File: config.mk
export PLATFORM = sky130hd
export DESIGN_NAME = spi_xfer_ctrl
export DESIGN_NICKNAME = d
export VERILOG_FILES = /design/src/rtl/spi_xfer_ctrl.sv
export SDC_FILE = /design/constraint.sdc
export NUM_CORES = 1
export LEC_CHECK = 0
export ABC_CLOCK_PERIOD_IN_PS = 7390
export CORE_ASPECT_RATIO = 0.9
export CORE_MARGIN = 10
export CORE_UTILIZATION = 55
export DETAILED_ROUTE_END_ITERATION = 10
export DONT_BUFFER_PORTS = 1
export PLACE_DENSITY = 0.72
export SLEW_MARGIN = 0
export SYNTH_ARGS = -nofsm -noshare
export SYNTH_HDL_FRONTEND = slang
export SYNTH_SLANG_ARGS = --single-unit
File: constraint.sdc
create_clock -name clock -period 7.39 [get_ports clock]
set_input_delay 1.1085 -clock clock [delete_from_list [all_inputs] [get_ports clock]]
set_output_delay 1.1085 -clock clock [all_outputs]
set_load 0.005 [all_outputs]
File: src/rtl/spi_xfer_ctrl.sv
// Mode-0 SPI master: one host command per transfer, response returned on a valid/ready channel.
// Optional macro SPI_XFER_CTRL_LSB_FIRST_EN adds cmd_lsb for LSB-first transfers.
module spi_xfer_ctrl #(
    parameter int NUM_SS = 8,
    parameter int DATA_W = 64,
    parameter int DIV_W  = 16,
    localparam int SS_W  = (NUM_SS > 1) ? $clog2(NUM_SS) : 1,
    localparam int LEN_W = $clog2(DATA_W),
    localparam int BL_W  = LEN_W + 1
) (
    input  logic              clock,
    input  logic              reset,
    input  logic              cmd_valid,
    output logic              cmd_ready,
    input  logic [SS_W-1:0]   cmd_ss,
    input  logic [LEN_W-1:0]  cmd_len,
    input  logic [DIV_W-1:0]  cmd_div,
    input  logic [DATA_W-1:0] cmd_data,
`ifdef SPI_XFER_CTRL_LSB_FIRST_EN
    input  logic              cmd_lsb,
`endif
    output logic              rsp_valid,
    input  logic              rsp_ready,
    output logic [DATA_W-1:0] rsp_data,
    output logic              sck,
    output logic [NUM_SS-1:0] ss_n,
    output logic              mosi,
    input  logic              miso
);

    typedef enum logic [2:0] {IDLE, SETUP, SCK_HI, SCK_LO, HOLD, RESP} state_t;

    state_t             state;
    state_t             state_next;
    logic [DIV_W-1:0]   cnt;
    logic [DIV_W-1:0]   div_q;
    logic [BL_W-1:0]    bits_left;
    logic [LEN_W-1:0]   idx;
    logic [LEN_W-1:0]   idx_next;
    logic [LEN_W-1:0]   first_idx;
    logic [DATA_W-1:0]  tx_data;
    logic [DATA_W-1:0]  rx;
    logic               lsb_sel;
    logic               lsb_q;
    logic               phase_end;
    logic               last_bit;
    logic               accept;

`ifdef SPI_XFER_CTRL_LSB_FIRST_EN
    assign lsb_sel = cmd_lsb;
`else
    assign lsb_sel = 1'b0;
`endif

    function automatic logic [NUM_SS-1:0] sel_mask(input logic [SS_W-1:0] ss);
        logic [NUM_SS-1:0] m;
        m = '1;
        for (int i = 0; i < NUM_SS; i++) begin
            if (int'(ss) == i) m[i] = 1'b0;
        end
        return m;
    endfunction

    assign cmd_ready = (state == IDLE);
    assign accept    = (state == IDLE) && cmd_valid;
    assign phase_end = (cnt == '0);
    assign last_bit  = (bits_left == BL_W'(1));
    assign idx_next  = lsb_q ? idx + LEN_W'(1) : idx - LEN_W'(1);
    assign first_idx = lsb_sel ? '0 : cmd_len;

    always_comb begin
        state_next = state;
        case (state)
            IDLE:   if (cmd_valid) state_next = SETUP;
            SETUP:  if (phase_end) state_next = SCK_HI;
            SCK_HI: if (phase_end) state_next = last_bit ? HOLD : SCK_LO;
            SCK_LO: if (phase_end) state_next = SCK_HI;
            HOLD:   if (phase_end) state_next = RESP;
            RESP:   if (rsp_ready) state_next = IDLE;
            default: state_next = IDLE;
        endcase
    end

    always_ff @(posedge clock or posedge reset) begin
        if (reset) begin
            state     <= IDLE;
            cnt       <= '0;
            div_q     <= '0;
            bits_left <= '0;
            sck       <= 1'b0;
            ss_n      <= '1;
            mosi      <= 1'b1;
            rsp_valid <= 1'b0;
            rsp_data  <= '0;
        end else begin
            state <= state_next;
            // Every phase reloads the divider, so each timed state lasts div+1 clocks.
            if (state_next != state) begin
                cnt <= (state == IDLE) ? cmd_div : div_q;
            end else if (cnt != '0) begin
                cnt <= cnt - DIV_W'(1);
            end
            case (state)
                IDLE: begin
                    if (cmd_valid) begin
                        div_q     <= cmd_div;
                        bits_left <= {1'b0, cmd_len} + BL_W'(1);
                        ss_n      <= sel_mask(cmd_ss);
                        mosi      <= cmd_data[first_idx];
                    end
                end
                SETUP, SCK_LO: begin
                    if (phase_end) sck <= 1'b1;
                end
                SCK_HI: begin
                    if (phase_end) begin
                        sck       <= 1'b0;
                        bits_left <= bits_left - BL_W'(1);
                        if (!last_bit) mosi <= tx_data[idx_next];
                    end
                end
                HOLD: begin
                    if (phase_end) begin
                        ss_n      <= '1;
                        mosi      <= 1'b1;
                        rsp_valid <= 1'b1;
                        rsp_data  <= rx;
                    end
                end
                RESP: begin
                    if (rsp_ready) rsp_valid <= 1'b0;
                end
                default: ;
            endcase
        end
    end

    // miso is captured on the same edge that raises sck.
    always_ff @(posedge clock) begin
        if (accept) begin
            tx_data <= cmd_data;
            rx      <= '0;
            lsb_q   <= lsb_sel;
            idx     <= first_idx;
        end else if ((state == SETUP || state == SCK_LO) && phase_end) begin
            if (lsb_q) rx[idx] <= miso;
            else       rx      <= {rx[DATA_W-2:0], miso};
        end else if (state == SCK_HI && phase_end) begin
            idx <= idx_next;
        end
    end

endmodule
==> run metrics, run 1 <==
Worst Reg2Reg Path Length in Cells=7; max-capacitance violation count=0; Worst VDD drop=0.1604 mV; effective utilization at floorplan=56.58%; headroom to the max-slew limit=35.47%; count of pins over their slew limit=0; I/O pin total=170; CTS max path bufs=3; Worst Setup SP=cnt[8]; Routed Wire Length=23.82 mm; cell count after placement=1134; detailed placer's ending HPWL=15.86 mm; share of the yosys chip area belonging to registers=57.78%; pin count of the biggest net entering global routing=91; Worst EP arrival=4.06 ns; number of synthesized flops with an enable pin=70; Via Count=6919; most frequent cells in the layout=sky130_fd_sc_hd__nand2_1, sky130_fd_sc_hd__dfrtp_1, sky130_fd_sc_hd__a21oi_1; number of antenna violations at the first check in global routing=0; HP Class=register to register; unrepaired setup endpoints after global routing=false; critical path type=register to register; endpoint of the worst hold path=rx[63]; Net count, final=1010; clock buffers created by TritonCTS=25; most frequent standard cell in the layout excluding fill and tap cells=sky130_fd_sc_hd__nand2_1; summed instance area of the synthesized netlist=10940 sq um; H-tree levels=1; Area Growth Syn to Fin=8.405%; largest cells by area after synthesis=sky130_fd_sc_hd__dfrtp_1, sky130_fd_sc_hd__edfxtp_1, sky130_fd_sc_hd__dfxtp_1, sky130_fd_sc_hd__nand2_1, sky130_fd_sc_hd__mux2_2; Max Fanout on Critical Path=65; average detailed-routed wire length per instance=20.21 um; antenna fix cells=0; Synthesis Warnings=0; final number of hold-violating endpoints=0; final worst slack=3.722 ns; # clock sinks=251; via density per instance=5.869; startpoint of the lowest-slack register-to-register path=cnt[8]; worst-case setup slack after placement=3.692 ns; residual antenna-violating net count after detailed routing=0; Synth top area share=24.70%; worst endpoint required time=7.78 ns; Avg Synthesized Cell Area=11.69 sq um; IO buf count=0; global-route wire length before repair=38.31 mm; count of hold-fix buffers inserted at cts=0; Iter 0 DRT Violations=678; flip-flop cell with the highest count after synthesis=sky130_fd_sc_hd__dfrtp_1; leakage power total=5.189 nW; vias in the first global route=6862; Final Instance Count excl. Fillers=1179; count of mapped cells out of synthesis=936; status=complete, no violations; post-route clock period utilization=49.63%; Clk pin slew, worst setup/hold paths=0.06 ns; source-to-sink clock delay at the later pin of the worst-skew pair=0.52 ns; Total Neg Setup Slack=0 ns; number of distinct library cells after synthesis=59; Chip Width=168.7 um; final estimated routing congestion in global placement=0.8135; die span in y=153.8 um; worst clock skew=0.02119 ns; flip-flop and latch count after synthesis=251; CP startpoint kind=register; Synth area leader=sky130_fd_sc_hd__dfrtp_1; total setup violations reported at the end of the flow=0; post-synthesis net count=1035; total routing usage reported by global routing=17.84%; Async S/R FF share, synth=46.61%; global route overflow=0; placement row count=48; Worst R2R Setup Slack=3.72 ns; # Post-CTS Setup Buffers=0; clock root buffer master=sky130_fd_sc_hd__clkbuf_16; Min-Delay Startpoint=rx[63]; TritonCTS clock tree=done; Worst R2R End=cnt[1]; core footprint=19340 sq um; ratio of cells with drive above 1 in the final layout=18.73%; DRC viols=0; Period minus WS final=3.668 ns; Die Outline Area=25940 sq um; total iterations of the first detailed-routing run=5; Gates resized, CTS repair=0; measured slew at the worst slew-check pin=0.9680 ns; layout filler cell count=1514; Hold Crit Depth=2; f_max=0.2726 GHz; power density of the placed cells=229.2 nW/um^2; crit path capture type=register
[registers in the layout, summed over array words and instances (netlist names)]
name,count
tx_data,64
rsp_data,64
state,3
sck,1
cnt,16
rsp_valid,1
rx,64
ss_n,8
div_q,16
mosi,1
idx,6
bits_left,7
[power by group]
group	switching (mW)	total, mW	internal, mW
clock network	0.523	1.25	0.728
registers	0	1.42	1.42
logic	0.0230	0.0460	0.0230
[per-layer routing]
metal | global-route usage [%] | vias to the layer above | wire (um)
met3 | 7.161 | 26 | 2579
met1 | 23.41 | 3411 | 9865
met5 | 0 | - | 0
li1 | - | 3263 | -
met2 | 27.39 | 219 | 11020
met4 | 3.645 | 0 | 353
[logic make-up (layout without fill, tap and decap cells)]
kind of cell	after synthesis	in the layout	synth area share, %
buffers and inverters	73	66	3.167
muxes	137	137	16.90
AOI/OAI and AO/OA	131	131	6.953
DFF	251	251	57.78
and+or+nand+nor	319	319	13.02
adders and majority gates	5	5	0.5718
xor gates and xnor gates	20	20	1.601
[how the worst max path moves through the flow]
stage          cells after the start            to
2_1_floorplan                      1  bits_left[0]
3_3_place_gp                       7        cnt[1]
3_5_place_dp                       7        cnt[1]
4_1_cts                            7        cnt[1]
5_1_grt                            7        cnt[1]
6_report                           7        cnt[1]
[Yosys cell counts, types with 4 or more instances]
library cell               count
sky130_fd_sc_hd__a21oi_1      82
sky130_fd_sc_hd__a31oi_1      11
sky130_fd_sc_hd__buf_1         6
sky130_fd_sc_hd__buf_2         9
sky130_fd_sc_hd__buf_4         6
sky130_fd_sc_hd__clkbuf_1     36
sky130_fd_sc_hd__dfrtp_1     108
sky130_fd_sc_hd__dfstp_2       9
sky130_fd_sc_hd__dfxtp_1      64
sky130_fd_sc_hd__edfxtp_1     70
sky130_fd_sc_hd__ha_1          5
sky130_fd_sc_hd__inv_1        11
sky130_fd_sc_hd__mux2_2       68
sky130_fd_sc_hd__mux2i_1      37
sky130_fd_sc_hd__mux4_2       31
sky130_fd_sc_hd__nand2_1     205
sky130_fd_sc_hd__nand2b_1     11
sky130_fd_sc_hd__nand3_1       6
sky130_fd_sc_hd__nand4_1       4
sky130_fd_sc_hd__nor2_1       39
sky130_fd_sc_hd__nor2b_1       7
sky130_fd_sc_hd__nor3_1       11
sky130_fd_sc_hd__nor4_1        9
sky130_fd_sc_hd__o21ai_0      11
sky130_fd_sc_hd__or3_1         5
sky130_fd_sc_hd__or4_1         4
sky130_fd_sc_hd__xnor2_1       9
sky130_fd_sc_hd__xor2_1       11
[cell type report]
type | instances | area (sq um) | share of cell area [%]
Clock buffer | 37 | 777.0 | 6.551
Clock inverter | 8 | 46.29 | 0.3903
Inverter | 12 | 50.05 | 0.4219
Multi-Input combinational cell | 612 | 4285 | 36.13
Sequential cell | 251 | 6322 | 53.30
Tap cell | 250 | 312.8 | 2.637
Timing Repair Buffer | 9 | 67.56 | 0.5696
[critical path, cell delays in order (launching register included)]
cell	delay (ns)
sky130_fd_sc_hd__dfrtp_1	0.41
sky130_fd_sc_hd__or4_4	0.59
sky130_fd_sc_hd__or4_4	0.51
sky130_fd_sc_hd__nor4_2	0.23
sky130_fd_sc_hd__buf_4	0.70
sky130_fd_sc_hd__a211oi_1	0.20
sky130_fd_sc_hd__o21a_1	0.48
sky130_fd_sc_hd__mux2_4	0.42
[metrics by stage]
step                cell area, sq um  util (%)  hold slack [ns]  power, mW
global placement               11040     57.08           0.4437      1.497
CTS                            11860     61.34           0.4611      2.742
global route                   11860     61.34           0.4873      2.801
floorplan                      10940         -           0.4284      1.493
detailed placement             11040     57.08           0.4527      1.497
finish                         11860     61.34           0.4584      2.718
(Power assumes the default switching activity.)
==> run 2: changes to the inputs <==
--- a/config.mk
+++ b/config.mk
@@ -5,13 +5,13 @@
 export SDC_FILE = /design/constraint.sdc
 export NUM_CORES = 1
 export LEC_CHECK = 0
-export ABC_CLOCK_PERIOD_IN_PS = 7390
+export ABC_CLOCK_PERIOD_IN_PS = 3050
 export CORE_ASPECT_RATIO = 0.9
 export CORE_MARGIN = 10
 export CORE_UTILIZATION = 55
 export DETAILED_ROUTE_END_ITERATION = 10
 export DONT_BUFFER_PORTS = 1
-export PLACE_DENSITY = 0.72
+export PLACE_DENSITY = 0.75
 export SLEW_MARGIN = 0
 export SYNTH_ARGS = -nofsm -noshare
 export SYNTH_HDL_FRONTEND = slang
==> constraint.sdc (replaced) <==
create_clock -name clock -period 3.05 [get_ports clock]
set_input_delay 0.4575 -clock clock [delete_from_list [all_inputs] [get_ports clock]]
set_output_delay 0.4575 -clock clock [all_outputs]
set_load 0.005 [all_outputs]
==> run 2 against run 1 <==
Net effect:
- combinational power grew to 2.5 times the previous value
- critical path type unchanged
- final area is 2.4% higher
- critical endpoint is now ss_n[3]
- final cell count is 1.6% higher
- maximum frequency is 32% higher
==> run metrics, run 2 (synthesis results as in run 1) <==
status=complete, no violations; # Post-CTS Setup Buffers=0; f_max=0.3604 GHz; Final Hold Slack=0.03086 ns; M1 WL=9.799 mm; Worst EP arrival=3.21 ns; global route overflow=0; Worst VDD drop=0.4125 mV; biggest registers after layout=rsp_data x64, rx x64, tx_data x64; total routing usage reported by global routing=18.02%; placement row count=48; Power Internal=5.587 mW; most frequent standard cell in the layout excluding fill and tap cells=sky130_fd_sc_hd__nand2_1; layout filler cell count=1486; most frequent cells in the layout=sky130_fd_sc_hd__nand2_1, sky130_fd_sc_hd__dfrtp_1, sky130_fd_sc_hd__a21oi_1; TritonCTS clock tree=done; Comb pwr share=1.7%; I/O pin total=170; power spent charging and discharging nets=1.309 mW; routed length on met3=2.440 mm; Routed Wire Length=23.91 mm; Clk pin slew, worst setup/hold paths=0.06 ns; Period minus WS final=2.775 ns; Post-DP Area=11210 sq um; CP startpoint kind=register; measured slew at the worst slew-check pin=0.8772 ns; CTS max path bufs=3; effective utilization at floorplan=56.58%; switching portion of total power=18.98%; HP Class=input port to register; die span in y=153.8 um; Net count, final=1027; Iter 0 DRT Violations=641; topmost layer with routed signal wires=met4; via density per instance=5.832; DRC viols=0; unrepaired setup endpoints after global routing=false; power density of the placed cells=567.7 nW/um^2; Final Instance Count excl. Fillers=1198; Via Count=6987; crit path capture type=register; vias in the first global route=6977; post-route clock period utilization=90.97%; met2 wirelength from detailed routing=11.30 mm; headroom to the max-slew limit=41.52%; max-capacitance violation count=0; core footprint=19340 sq um; Chip Width=168.7 um; global-route wire length before repair=38.61 mm; leakage power total=5.311 nW; residual antenna-violating net count after detailed routing=0; pin count of the biggest net entering global routing=78; cell count after placement=1149; Max Fanout on Critical Path=16; total setup violations reported at the end of the flow=0; worst clock skew=0.008223 ns; utilization after layout=62.82%; count of pins over their slew limit=0; total iterations of the first detailed-routing run=4; clock root buffer master=sky130_fd_sc_hd__clkbuf_16; antenna fix cells=0; number of antenna violations at the first check in global routing=0; Clock power frac=48.3%; IO buf count=0; Total Neg Setup Slack=0 ns; worst endpoint required time=3.48 ns; critical path type=register to register; ratio of cells with drive above 1 in the final layout=19.73%; final estimated routing congestion in global placement=0.8486; detailed placer's ending HPWL=16.45 mm; share of power burned in registers=50.0%; post-layout instance area=12150 sq um; final number of hold-violating endpoints=0; clock buffers created by TritonCTS=26; H-tree levels=1; source-to-sink clock delay at the later pin of the worst-skew pair=0.51 ns; Die Outline Area=25940 sq um; Area Growth Syn to Fin=11.02%; # clock sinks=251; average detailed-routed wire length per instance=19.96 um
-- run 2: metal layers --
layer | vias to the layer above | track usage, %
met5 | - | 0
met4 | 0 | 3.811
met3 | 35 | 6.549
met1 | 3423 | 23.82
li1 | 3304 | -
met2 | 225 | 27.91
-- run 2: final cells by class --
class	count	area [sq um]	share of cell area, %
multi-input cells	612	4302	35.41
flip-flops and latches	251	6322	52.04
repair buffers	25	240.2	1.978
inverters	12	51.30	0.4223
well taps	250	312.8	2.575
clock buffers	38	768.2	6.324
clock inverters	10	151.4	1.246
-- run 2: timing repair --
action,4_1_cts,5_1_grt
setup endpoints to repair,0,13
hold buffers,1,0
endpoints found under the hold margin,29,0
resized for setup,0,1
-- run 2: path summary, 6_finish.rpt --
check                           from  slack (ns)  endpoint  cells past startpoint
setup / recovery              cnt[8]        0.28   ss_n[3]                      6
hold / removal             cmd_ss[0]        0.03   ss_n[7]                      1
setup reg to reg              cnt[8]        0.28   ss_n[3]                      6
hold reg to reg               rx[63]        0.46    rx[63]                      2
max in group asynchronous      reset        1.71   ss_n[1]                      3
min in group asynchronous      reset        0.55  div_q[6]                      2
-- run 2: power by group through the flow --
| stage | Sequential [mW] | Clock [mW] | Combinational (mW) |
|---|---|---|---|
| global route | 3.44 | 3.55 | 0.130 |
| detailed placement | 3.51 | 0 | 0.118 |
| CTS | 3.45 | 3.40 | 0.120 |
| floorplan | 3.51 | 0 | 0.105 |
| global placement | 3.51 | 0 | 0.117 |
| finish | 3.45 | 3.33 | 0.117 |
-- run 2: critical path, cell delays in order (launching register included) --
cell,delay (ns)
sky130_fd_sc_hd__dfrtp_1,0.40
sky130_fd_sc_hd__or4_4,0.57
sky130_fd_sc_hd__or4_4,0.53
sky130_fd_sc_hd__or3_1,0.54
sky130_fd_sc_hd__o21ai_4,0.38
sky130_fd_sc_hd__nor2_1,0.09
sky130_fd_sc_hd__a41oi_1,0.19
-- run 2: through the flow --
| stage | setup slack, ns | power [mW] |
|---|---|---|
| finish | 0.2753 | 6.896 |
| global route | 0.07758 | 7.124 |
| CTS | 0.08361 | 6.968 |
| detailed placement | 0.08759 | 3.630 |
| global placement | 0.1654 | 3.629 |
| floorplan | 0.1696 | 3.618 |
==> run 3: changes to the inputs <==
--- a/config.mk
+++ b/config.mk
@@ -12,6 +12,7 @@
 export DETAILED_ROUTE_END_ITERATION = 10
 export DONT_BUFFER_PORTS = 1
 export PLACE_DENSITY = 0.75
+export SETUP_SLACK_MARGIN = 0.4
 export SLEW_MARGIN = 0
 export SYNTH_ARGS = -nofsm -noshare
 export SYNTH_HDL_FRONTEND = slang
==> run 3 against run 2 <==
Net effect:
- global-route usage is 0.83 points higher
- combinational power hardly changed
- die area stayed put
- clock skew is 0.0023 ns higher
- first-iteration DRC count is 8.9% higher
- maximum frequency is 0.84% higher
- critical path depth is 5 higher
- power is 3.4% lower
- critical endpoint is now rx[25]
- largest power group unchanged
==> run metrics, run 3 (synthesis results as in run 1) <==
status=complete, no violations; count of pins over their slew limit=0; pin count of the biggest net entering global routing=75; ratio of cells with drive above 1 in the final layout=26.62%; most frequent standard cell in the layout excluding fill and tap cells=sky130_fd_sc_hd__nand2_1; Power Internal=5.342 mW; placement row count=48; power spent charging and discharging nets=1.322 mW; final estimated routing congestion in global placement=0.8478; headroom to the max-slew limit=37.14%; source-to-sink clock delay at the later pin of the worst-skew pair=0.52 ns; share of power burned in registers=51.7%; number of antenna violations at the first check in global routing=0; global route overflow=0; Total Neg Setup Slack=0 ns; crit path capture type=register; I/O pin total=170; Routed Wire Length=28.28 mm; Clk pin slew, worst setup/hold paths=0.06 ns; effective utilization at floorplan=56.58%; cell count after placement=1146; final worst slack=0.2983 ns; worst endpoint required time=3.40 ns; HP Class=input port to register; antenna fix cells=0; Post-DP Area=11240 sq um; total iterations of the first detailed-routing run=7; Iter 0 DRT Violations=698; core footprint=19340 sq um; unrepaired setup endpoints after global routing=true; average detailed-routed wire length per instance=22.84 um; utilization after layout=67.24%; post-route clock period utilization=90.22%; worst-case setup slack after placement=0.2436 ns; CTS max path bufs=3; most frequent cells in the layout=sky130_fd_sc_hd__nand2_1, sky130_fd_sc_hd__dfrtp_1, sky130_fd_sc_hd__a21oi_1; measured slew at the worst slew-check pin=0.9429 ns; total routing usage reported by global routing=18.84%; DRC viols=0; layout filler cell count=1386; die span in y=153.8 um; Die Outline Area=25940 sq um; IO buf count=0; switching portion of total power=19.84%; worst clock skew=0.01055 ns; f_max=0.3634 GHz; Chip Width=168.7 um; power density of the placed cells=512.5 nW/um^2; Clock power frac=46.5%; Area Growth Syn to Fin=18.83%; global-route wire length before repair=40.01 mm; # clock sinks=251; CP startpoint kind=register; clock root buffer master=sky130_fd_sc_hd__clkbuf_16; Final Instance Count excl. Fillers=1238; critical path type=register to register; H-tree levels=1; Worst VDD drop=0.4710 mV; post-layout instance area=13000 sq um; biggest registers after layout=rsp_data x64, rx x64, tx_data x64; via density per instance=6.018; detailed placer's ending HPWL=16.57 mm; residual antenna-violating net count after detailed routing=0; final number of hold-violating endpoints=0; clock buffers created by TritonCTS=25; Worst EP arrival=3.10 ns; TritonCTS clock tree=done; Net count, final=1068; Max Fanout on Critical Path=8; total setup violations reported at the end of the flow=0; max-capacitance violation count=0; Period minus WS final=2.752 ns; leakage power total=5.671 nW; Via Count=7450; Comb pwr share=1.8%; vias in the first global route=7232
run 3: worst max-delay path: stages, from the launching register on:
cell                        delay (ns)
sky130_fd_sc_hd__dfrtp_1          0.40
sky130_fd_sc_hd__inv_1            0.06
sky130_fd_sc_hd__ha_2             0.16
sky130_fd_sc_hd__or3b_4           0.40
sky130_fd_sc_hd__or4_4            0.44
sky130_fd_sc_hd__nor4_4           0.29
sky130_fd_sc_hd__buf_4            0.16
sky130_fd_sc_hd__nand3b_1         0.08
sky130_fd_sc_hd__buf_6            0.19
sky130_fd_sc_hd__clkbuf_16        0.18
sky130_fd_sc_hd__nand2_1          0.12
sky130_fd_sc_hd__a21oi_1          0.11
run 3: final cells by class:
| class | instances | area [sq um] | area share [%] |
|---|---|---|---|
| flip-flops and latches | 251 | 6322 | 48.62 |
| multi-input cells | 612 | 4559 | 35.07 |
| clock inverters | 9 | 102.6 | 0.7891 |
| clock buffers | 37 | 733.2 | 5.639 |
| repair buffers | 67 | 920.9 | 7.082 |
| well taps | 250 | 312.8 | 2.406 |
| inverters | 12 | 51.30 | 0.3945 |
run 3: repair_timing:
action                                 CTS  global route
setup endpoints to repair              147           127
endpoints found under the hold margin   22             0
gates cloned                             3            14
resized for setup                       10            75
buffers inserted                        19             9
pin swaps                                2            29
hold buffers                             1             0
run 3: path summary, 6_finish.rpt:
kind / from / endpoint / slack, ns / depth (start not counted)
worst min register to register: rx[52] / rx[52] / 0.47 / 2
worst min-delay path: cmd_ss[0] / ss_n[7] / 0.02 / 1
worst max register to register: cnt[1] / rx[25] / 0.30 / 11
worst max-delay path: cnt[1] / rx[25] / 0.30 / 11
min in group asynchronous: reset / rsp_data[17] / 0.51 / 2
max in group asynchronous: reset / ss_n[5] / 1.78 / 3
run 3: routing by layer:
layer	GRT usage (%)	up-vias	part of all wire, %
met5	0	-	0
met4	4.018	0	1.6
met3	6.575	40	9.7
met2	30.39	308	49
met1	24.02	3710	40
li1	-	3392	-
run 3: through the flow:
stage	power (mW)	hold WS, ns
2_1_floorplan	3.618	0.4284
3_3_place_gp	3.630	0.4429
3_5_place_dp	3.630	0.4406
4_1_cts	6.714	0.004850
5_1_grt	6.866	0.004696
6_report	6.664	0.02209
run 3: power by group through the flow:
stage          Clock [mW]  Sequential (mW)  Combinational [mW]
3_3_place_gp            0             3.51               0.118
5_1_grt              3.29             3.44               0.130
6_report             3.10             3.44               0.118
4_1_cts              3.15             3.44               0.120
2_1_floorplan           0             3.51               0.106
3_5_place_dp            0             3.51               0.118
